### src/rtl/alu_pkg.sv
// alu_pkg: shared ALU op codes, special-op encodings, controller states and instruction field positions.
package alu_pkg;
    typedef enum logic [2:0] {
        ALU_ADD, ALU_SUB, ALU_AND, ALU_OR, ALU_XOR, ALU_NOT, ALU_LD, ALU_NOP
    } alu_op_t;

    localparam logic [2:0] OP_SPECIAL = 3'd7;
    localparam logic [4:0] SPC_CLC = 5'b00001;
    localparam logic [4:0] SPC_SEC = 5'b00010;

    localparam int OP_MSB        = 7;
    localparam int OP_LSB        = 5;
    localparam int USE_CARRY_BIT = 4;
    localparam int SRC_MEM_BIT   = 3;
    localparam int IDX_MSB       = 2;

    typedef enum logic [1:0] {IDLE, DECODE, MEM_WAIT, EXEC} state_t;
endpackage

### src/rtl/alu_ctrl_if.sv
// alu_ctrl_if: instruction handshake, memory request and ALU/accumulator control bundle.
interface alu_ctrl_if;
    logic       ins_valid;
    logic [7:0] ins;
    logic       ins_ready;
    logic [2:0] reg_addr;
    logic [2:0] mem_addr;
    logic       mem_req;
    logic       mem_ack;
    logic       src_sel;
    logic [2:0] alu_code;
    logic       ci;
    logic       co;
    logic       accu_we;
    logic       carry_flag;
    logic       err;
    logic [7:0] retire_cnt;

    modport master (
        input  ins_valid, ins, mem_ack, co,
        output ins_ready, reg_addr, mem_addr, mem_req, src_sel, alu_code,
               ci, accu_we, carry_flag, err, retire_cnt
    );
    modport slave (
        output ins_valid, ins, mem_ack, co,
        input  ins_ready, reg_addr, mem_addr, mem_req, src_sel, alu_code,
               ci, accu_we, carry_flag, err, retire_cnt
    );
endinterface

### src/rtl/wait_timer.sv
// wait_timer: 8-bit clear/count counter; expire marks the LIMIT-th consecutive enabled cycle.
module wait_timer #(
    parameter int LIMIT = 15
) (
    input  logic clk,
    input  logic rst_n,
    input  logic clr,
    input  logic en,
    output logic expire
);
    logic [7:0] cnt;

    always_ff @(posedge clk or negedge rst_n) begin
        if (!rst_n)
            cnt <= '0;
        else if (clr)
            cnt <= '0;
        else if (en)
            cnt <= cnt + 8'd1;
    end

    assign expire = en && cnt == 8'(LIMIT - 1);
endmodule

### src/rtl/alu_ctrl.sv
// alu_ctrl: multi-cycle sequencer driving the 8-bit ALU/accumulator from one instruction byte per handshake.
module alu_ctrl
    import alu_pkg::*;
#(
    parameter int MEM_TIMEOUT = 15
) (
    input  logic            clk,
    input  logic            rst_n,
    alu_ctrl_if.master      bus
);
    state_t     state, nxt;
    logic [7:0] ir;
    logic [7:0] retire_cnt;
    logic       carry_flag, err;
    logic       busy, in_wait, expire, special;
    logic [2:0] op;

    assign op      = ir[OP_MSB:OP_LSB];
    assign special = op == OP_SPECIAL;
    assign busy    = state != IDLE;
    assign in_wait = state == MEM_WAIT;

    wait_timer #(.LIMIT(MEM_TIMEOUT)) u_timer (
        .clk    (clk),
        .rst_n  (rst_n),
        .clr    (!in_wait),
        .en     (in_wait),
        .expire (expire)
    );

    always_comb begin
        nxt = state;
        case (state)
            IDLE:     nxt = bus.ins_valid ? DECODE : IDLE;
            DECODE:   nxt = special ? IDLE : ir[SRC_MEM_BIT] ? MEM_WAIT : EXEC;
            MEM_WAIT: nxt = bus.mem_ack ? EXEC : expire ? IDLE : MEM_WAIT;
            default:  nxt = IDLE;
        endcase
    end

    // Outputs decode from state and IR only, so no input reaches an output combinationally.
    assign bus.ins_ready  = !busy;
    assign bus.alu_code   = busy ? op : ALU_NOP;
    assign bus.src_sel    = busy & ir[SRC_MEM_BIT];
    assign bus.reg_addr   = busy ? ir[IDX_MSB:0] : 3'd0;
    assign bus.mem_addr   = busy ? ir[IDX_MSB:0] : 3'd0;
    assign bus.mem_req    = in_wait;
    assign bus.accu_we    = state == EXEC;
    assign bus.ci         = state == EXEC && (op == ALU_ADD || op == ALU_SUB) && ir[USE_CARRY_BIT] && carry_flag;
    assign bus.carry_flag = carry_flag;
    assign bus.err        = err;
    assign bus.retire_cnt = retire_cnt;

    always_ff @(posedge clk or negedge rst_n) begin
        if (!rst_n) begin
            state      <= IDLE;
            ir         <= '0;
            carry_flag <= 1'b0;
            err        <= 1'b0;
            retire_cnt <= '0;
        end else begin
            state <= nxt;
            if (state == IDLE && bus.ins_valid)
                ir <= bus.ins;
            if (state == DECODE && special && ir[4:0] == SPC_SEC)
                carry_flag <= 1'b1;
            else if (state == DECODE && special && ir[4:0] == SPC_CLC)
                carry_flag <= 1'b0;
            else if (state == EXEC)
                carry_flag <= bus.co;
            if (in_wait && !bus.mem_ack && expire)
                err <= 1'b1;
            if (state == EXEC || (state == DECODE && special))
                retire_cnt <= retire_cnt + 8'd1;
        end
    end
endmodule

### src/flat_wrapper.sv
// flat-port wrapper written by rule: the top's interface ports become plain ports
module alu_ctrl_flat import alu_pkg::*;
#(
    parameter int MEM_TIMEOUT = 15
)
  (clk, rst_n, bus_ins_valid, bus_ins, bus_mem_ack, bus_co, bus_ins_ready, bus_reg_addr, bus_mem_addr, bus_mem_req, bus_src_sel, bus_alu_code, bus_ci, bus_accu_we, bus_carry_flag, bus_err, bus_retire_cnt);
  alu_ctrl_if bus_i ();
  input  logic clk;
  input  logic rst_n;
  input wire logic [$bits(bus_i.ins_valid)-1:0] bus_ins_valid;
  input wire logic [$bits(bus_i.ins)-1:0] bus_ins;
  input wire logic [$bits(bus_i.mem_ack)-1:0] bus_mem_ack;
  input wire logic [$bits(bus_i.co)-1:0] bus_co;
  output wire logic [$bits(bus_i.ins_ready)-1:0] bus_ins_ready;
  output wire logic [$bits(bus_i.reg_addr)-1:0] bus_reg_addr;
  output wire logic [$bits(bus_i.mem_addr)-1:0] bus_mem_addr;
  output wire logic [$bits(bus_i.mem_req)-1:0] bus_mem_req;
  output wire logic [$bits(bus_i.src_sel)-1:0] bus_src_sel;
  output wire logic [$bits(bus_i.alu_code)-1:0] bus_alu_code;
  output wire logic [$bits(bus_i.ci)-1:0] bus_ci;
  output wire logic [$bits(bus_i.accu_we)-1:0] bus_accu_we;
  output wire logic [$bits(bus_i.carry_flag)-1:0] bus_carry_flag;
  output wire logic [$bits(bus_i.err)-1:0] bus_err;
  output wire logic [$bits(bus_i.retire_cnt)-1:0] bus_retire_cnt;
  assign bus_i.ins_valid = bus_ins_valid;
  assign bus_i.ins = bus_ins;
  assign bus_i.mem_ack = bus_mem_ack;
  assign bus_i.co = bus_co;
  assign bus_ins_ready = bus_i.ins_ready;
  assign bus_reg_addr = bus_i.reg_addr;
  assign bus_mem_addr = bus_i.mem_addr;
  assign bus_mem_req = bus_i.mem_req;
  assign bus_src_sel = bus_i.src_sel;
  assign bus_alu_code = bus_i.alu_code;
  assign bus_ci = bus_i.ci;
  assign bus_accu_we = bus_i.accu_we;
  assign bus_carry_flag = bus_i.carry_flag;
  assign bus_err = bus_i.err;
  assign bus_retire_cnt = bus_i.retire_cnt;
  alu_ctrl #(.MEM_TIMEOUT(MEM_TIMEOUT)) u_core (.clk(clk), .rst_n(rst_n), .bus(bus_i));
endmodule
### config.mk
export PLATFORM = sky130hd
export DESIGN_NAME = alu_ctrl_flat
export DESIGN_NICKNAME = d
export VERILOG_FILES = /design/src/rtl/alu_pkg.sv /design/src/rtl/alu_ctrl_if.sv /design/src/rtl/wait_timer.sv /design/src/rtl/alu_ctrl.sv /design/src/flat_wrapper.sv
export SDC_FILE = /design/constraint.sdc
export NUM_CORES = 1
export LEC_CHECK = 0
export ABC_CLOCK_PERIOD_IN_PS = 1660
export CAP_MARGIN = 30
export CORE_MARGIN = 2
export CORE_UTILIZATION = 43
export DETAILED_ROUTE_END_ITERATION = 8
export PLACE_DENSITY_LB_ADDON = 0.3
export SKIP_CTS_REPAIR_TIMING = 1
export SYNTH_ARGS = -nofsm -noshare
export SYNTH_HDL_FRONTEND = slang
export SYNTH_SLANG_ARGS = --single-unit
### constraint.sdc
create_clock -name clk -period 1.66 [get_ports clk]
set_input_delay 0.498 -clock clk [delete_from_list [all_inputs] [get_ports clk]]
set_output_delay 0.498 -clock clk [all_outputs]
set_load 0.02 [all_outputs]
## Word level (Yosys, flattened, before mapping)

Cells that the tools add are included.

- $add $sub $neg: 2
- Equality and inequality tests: 8
- Reduce and logical (&&, ||, !) cells: 18
- Bitwise operators: 1
- Mux-type cells: 12

Operators by type and width:

| operator | count |
|---|---|
| $add A8 B1 Y8 const B | 2 |
| $logic_and A1 B1 Y1 | 10 |
| $eq A8 B4 Y1 const B | 1 |
| $mux W8 | 1 |
| $mux W2 | 3 |
| $mux W3 | 2 |
| $pmux W2 S3 | 1 |
| $eq A5 B1 Y1 const B | 1 |
| $eq A5 B2 Y1 const B | 1 |
| $mux W1 | 5 |
| $eq A2 B2 Y1 const B | 2 |
| $eq A3 B1 Y1 const B | 1 |
| $eq A3 B3 Y1 const B | 1 |
| $logic_not A3 Y1 | 1 |
| $reduce_bool A3 Y1 | 1 |
| $eq A2 B1 Y1 const B | 1 |
| $logic_not A1 Y1 | 2 |
| $logic_not A2 Y1 | 1 |
| $logic_or A1 B1 Y1 | 2 |
| $reduce_bool A2 Y1 | 1 |
| $and A1 B1 Y1 | 1 |

- Output and inout bits: 24
- Register bits: 28
- Input port bits: 13
- Word-level logic and storage cells: 47

## Logic depth before layout (Yosys ltp)

- Depth in word-level cells: 5
- Mapped depth: 6

## Modules after synthesis

Synthesis repeated with hierarchy kept, for this count alone.

- Cells, all modules: 132
- Area total of the unflattened synthesis: 1423.9 um^2

By module, submodules not included:

| module | area an instance (um^2) | sequential area each (um^2) | times used | cells an instance |
|---|---|---|---|---|
| alu_ctrl | 1013.5 | 500.5 | 1 | 91 |
| wait_timer | 410.4 | 200.2 | 1 | 41 |

## Worst setup path after synthesis

No wires, ideal clock.

- Path type: reg2out
- Start: register u_core.state[1]
- End: output bus_reg_addr[1]
- Path buffers: 2
- Data required time: 1.162 ns
- Arrival time: 1.455 ns
- Cell stages (with the launch flop): 5
- Path slack: -0.293 ns
- Cells stage by stage: dfrtp_1 -> buf_6 -> nor2_1 -> nor2b_1 -> buf_4

- Longest elaborated chain between the ends: 2

Ends and longest elaborated chain:

| item | RTL line | RTL |
|---|---|---|
| from (decl) | alu_ctrl.sv:11 | `state_t state, nxt;` |
| from (signal assigned) | alu_ctrl.sv:62 | `state <= nxt;` |
| $reduce_bool A2 Y1 | alu_ctrl.sv:20 | `assign busy = state != IDLE;` |
| $mux W3 | - |  |
| to (decl) | flat_wrapper.sv:15 | `output wire logic [$bits(bus_i.reg_addr)-1:0] bus_reg_addr;` |

Every way passes these cells.

## Worst setup path in the final report

- Start: register u_core.state[0]
- End: output bus_alu_code[1]

- Longest elaborated chain between the ends: 2

Ends and longest elaborated chain:

| item | RTL line | RTL |
|---|---|---|
| $reduce_bool A2 Y1 | alu_ctrl.sv:20 |  |
| $mux W3 | alu_ctrl.sv:43 | `assign bus.alu_code = busy ? op : ALU_NOP;` |
| to (decl) | flat_wrapper.sv:19 | `output wire logic [$bits(bus_i.alu_code)-1:0] bus_alu_code;` |

Every way passes these cells.

==> run_results.csv <==
group,metric,value,unit
outcome,outcome,"complete, but fails checks",
outcome,violations,"setup timing",
worst_setup_path,worstPathArrival,1.37,ns
sta,layout_setup_ws,-0.209,ns
sta,slew_viol_final,0,
power_and_ir_drop,power,0.00382,W
synthesis,avgSynthCellArea,10.9,um2
detailed_routing,dr.pass1.iters,4,
cells_and_area,layout_commonest_cell,"buf_4",
sta,min_period_over_period,1.13,
grt,grt_use_total,0.191,
worst_setup_path,end_kind,"output pin",
grt,grt_max_degree,29,
worst_setup_path,cp-start-kind,"flop",
cts,cts_buffer_depth,2,
die,dieHeight,60.4,um
die,die_x,60.4,um
die,rows,20,
synthesis,synth_nets,142,
power_and_ir_drop,p_leak,1.08,nW
cts,path_clk_slew,0.15,ns
die,start_util,0.449,
detailed_routing,vias,1206,
sta,holdWs,0.477,ns
sta,period_needed,1.87,ns
cells_and_area,area_growth,53.2,%
worst_setup_path,r2r_end,"u_core.bus.carry_flag",
sta,tightestPinTransition,0.348,ns
sta,fmax,0.535,GHz
detailed_routing,wl_per_cell,14.0,um
detailed_routing,wl,3300,um
synthesis,yosys.area_share.simple,0.187,
synthesis,syn-instance-count,126,
cts,tritoncts,"yes",
hold_path,hold-path-cell-count,1,
detailed_routing,drt_iter0_markers,109,
synthesis,synth_top_family_by_area,"simple AND/OR/NAND/NOR gates",
cts,numClockSinks,28,
cts,numCtsBuffers,3,
worst_setup_path,cp.required,1.16,ns
worst_setup_path,r2r.worst_path.cells,4,
cells_and_area,layout_common_cells,"buf_4, dfrtp_1, clkdlybuf4s50_1",
synthesis,syn_area,1370,um2
cts,clk_latency,0.33,ns
synthesis,yosys_warnings,0,
run,cap_violations,0,
synthesis,synth_flop_cell,"dfrtp_1",
cells_and_area,diodes,0,
synthesis,synth-xor-area-share,0.0639,
worst_setup_path,r2r-start,"u_core.state[1]",
die,ios,37,
grt,grt_pass1_wl,5270,um
synthesis,synth_edf_count,0,
placement,globalplace.congestion,0.773,
synthesis,yosysTopAreaCellShare,0.511,
worst_setup_path,critPathKind,"flop to output pin",
cells_and_area,finalInstanceArea,2100,um2
grt,first_global_vias,1172,
cts,root_buffer,"clkbuf_4",
placement,dpl_cell_area,1950,um2
placement,hpwl,2390,um
synthesis,async_reset_ff_frac,1.00,
sta,finalHoldViolCount,0,
cts,cts_max_level,1,
hold_path,hp-class,"flop to flop",
cells_and_area,drive_above_1_share,0.411,
die,die-area,3650,um2
cells_and_area,final.fill_count,235,
placement,port_buffers,36,
synthesis,synth-compound-area-share,0.0785,
synthesis,synth.area.mux_share,0.0813,
cells_and_area,final_nets,209,
synthesis,synth.area.top_cells,"dfrtp_1, mux2_2, xor2_1, ha_1, nand2_1",
synthesis,synth_fa_ha_area_frac,0.0274,
sta,finalSetupViolations,15,
synthesis,synth.distinct_cells,37,
hold_path,min-delay-start,"u_core.bus.retire_cnt[7]",
detailed_routing,antenna_left,0,
hold_path,min_to,"u_core.bus.retire_cnt[7]",
sta,fin_skew,0.00343,ns
die,core-area,3050,um2
sta,rsz0062_at_grt,"true",
worst_setup_path,rrSetupSlack,-0.18,ns
cells_and_area,instances_no_fill,236,
power_and_ir_drop,ir_drop,968,uV
grt,antenna_found_initial,0,
synthesis,synth_top_cell_by_area,"dfrtp_1",
grt,grt.overflow.total,0,
sta,fin_tns_setup,-2.48,ns
placement,dpl.cell_count,226,
detailed_routing,via_per_inst,5.11,
detailed_routing,drc,0,
sta,maxSlewHeadroom,0.765,
synthesis,ys_seq_area_frac,0.511,
synthesis,ys_ff_latch,28,
worst_setup_path,critPathMaxFanout,5,
power_and_ir_drop,p_per_area,1820,nW/um2
routing by layer:
layer / wire length (um) / part of all wire / global-route usage / vias up
li1: - / - / - / 575
met1: 1430 / 0.43 / 0.250 / 591
met2: 1690 / 0.51 / 0.331 / 38
met3: 148 / 0.045 / 0.0256 / 2
met4: 29 / 0.0088 / 0.0559 / 0
met5: 0 / 0 / 0 / -
where the power goes:
part	total (W)	switching (W)	leakage, nW	internal (W)
Clock	0.000450	0.000205	0.0279	0.000244
Sequential	0.00111	0.000209	0.352	0.000899
Combinational	0.00226	0.00108	0.696	0.00118
cell type report:
class                           instances  area (um2)  area share
Clock buffer                            3        22.5      0.0107
Clock inverter                          1        30.0      0.0143
Inverter                                4        15.0     0.00716
Multi-Input combinational cell         88         652       0.311
Sequential cell                        28         704       0.336
Tap cell                               44        55.1      0.0262
Timing Repair Buffer                   68         619       0.295
worst max-delay path, stage by stage (launching register included):
cell and delay, ns:
dfrtp_2 0.44, buf_6 0.13, nor2_4 0.05, or2_2 0.28, buf_6 0.14
per-stage QoR:
stage	util	worst slack, ns
2_1_floorplan	-	-0.0289
3_3_place_gp	0.640	-0.285
6_report	0.687	-0.209
4_1_cts	0.657	-0.701
5_1_grt	0.687	-0.279
3_5_place_dp	0.640	-0.291
sequential cells by signal (all words and copies together), names as in the netlist:
| name | flops |
|---|---|
| u_core.ir | 8 |
| u_core.bus.err | 1 |
| u_core.bus.carry_flag | 1 |
| u_core.u_timer.cnt | 8 |
| u_core.state | 2 |
| u_core.bus.retire_cnt | 8 |
worst max-delay path by stage:
stage | from | endpoint | slack, ns
final | u_core.state[0] | bus_alu_code[1] | -0.21
after global routing | u_core.state[0] | bus_alu_code[1] | -0.28
after CTS | u_core.state[1] | bus_mem_req | -0.70
after detailed placement | u_core.state[1] | bus_mem_req | -0.29
after global placement | u_core.state[1] | bus_mem_req | -0.29
after floorplan | u_core.state[0] | bus_mem_req | -0.03
cells in the mapped netlist, drive strengths merged (3+ instances only):
cell   instances
nand2         10
or2            3
nor2b          3
xor2           7
inv            4
nor2           8
o21ai          4
dfrtp         28
nor3           3
ha             3
nand4          3
mux2           9
buf            6
xnor2          3
a21oi          4
nand3          6
logic make-up after synthesis:
family          after synthesis
xor+xnor                     10
simple gates                 47
flops                        28
fa+ha+maj                     3
buf+inv                      11
mux                          10
compound gates               17
Power figures use the tool's default switching activity.
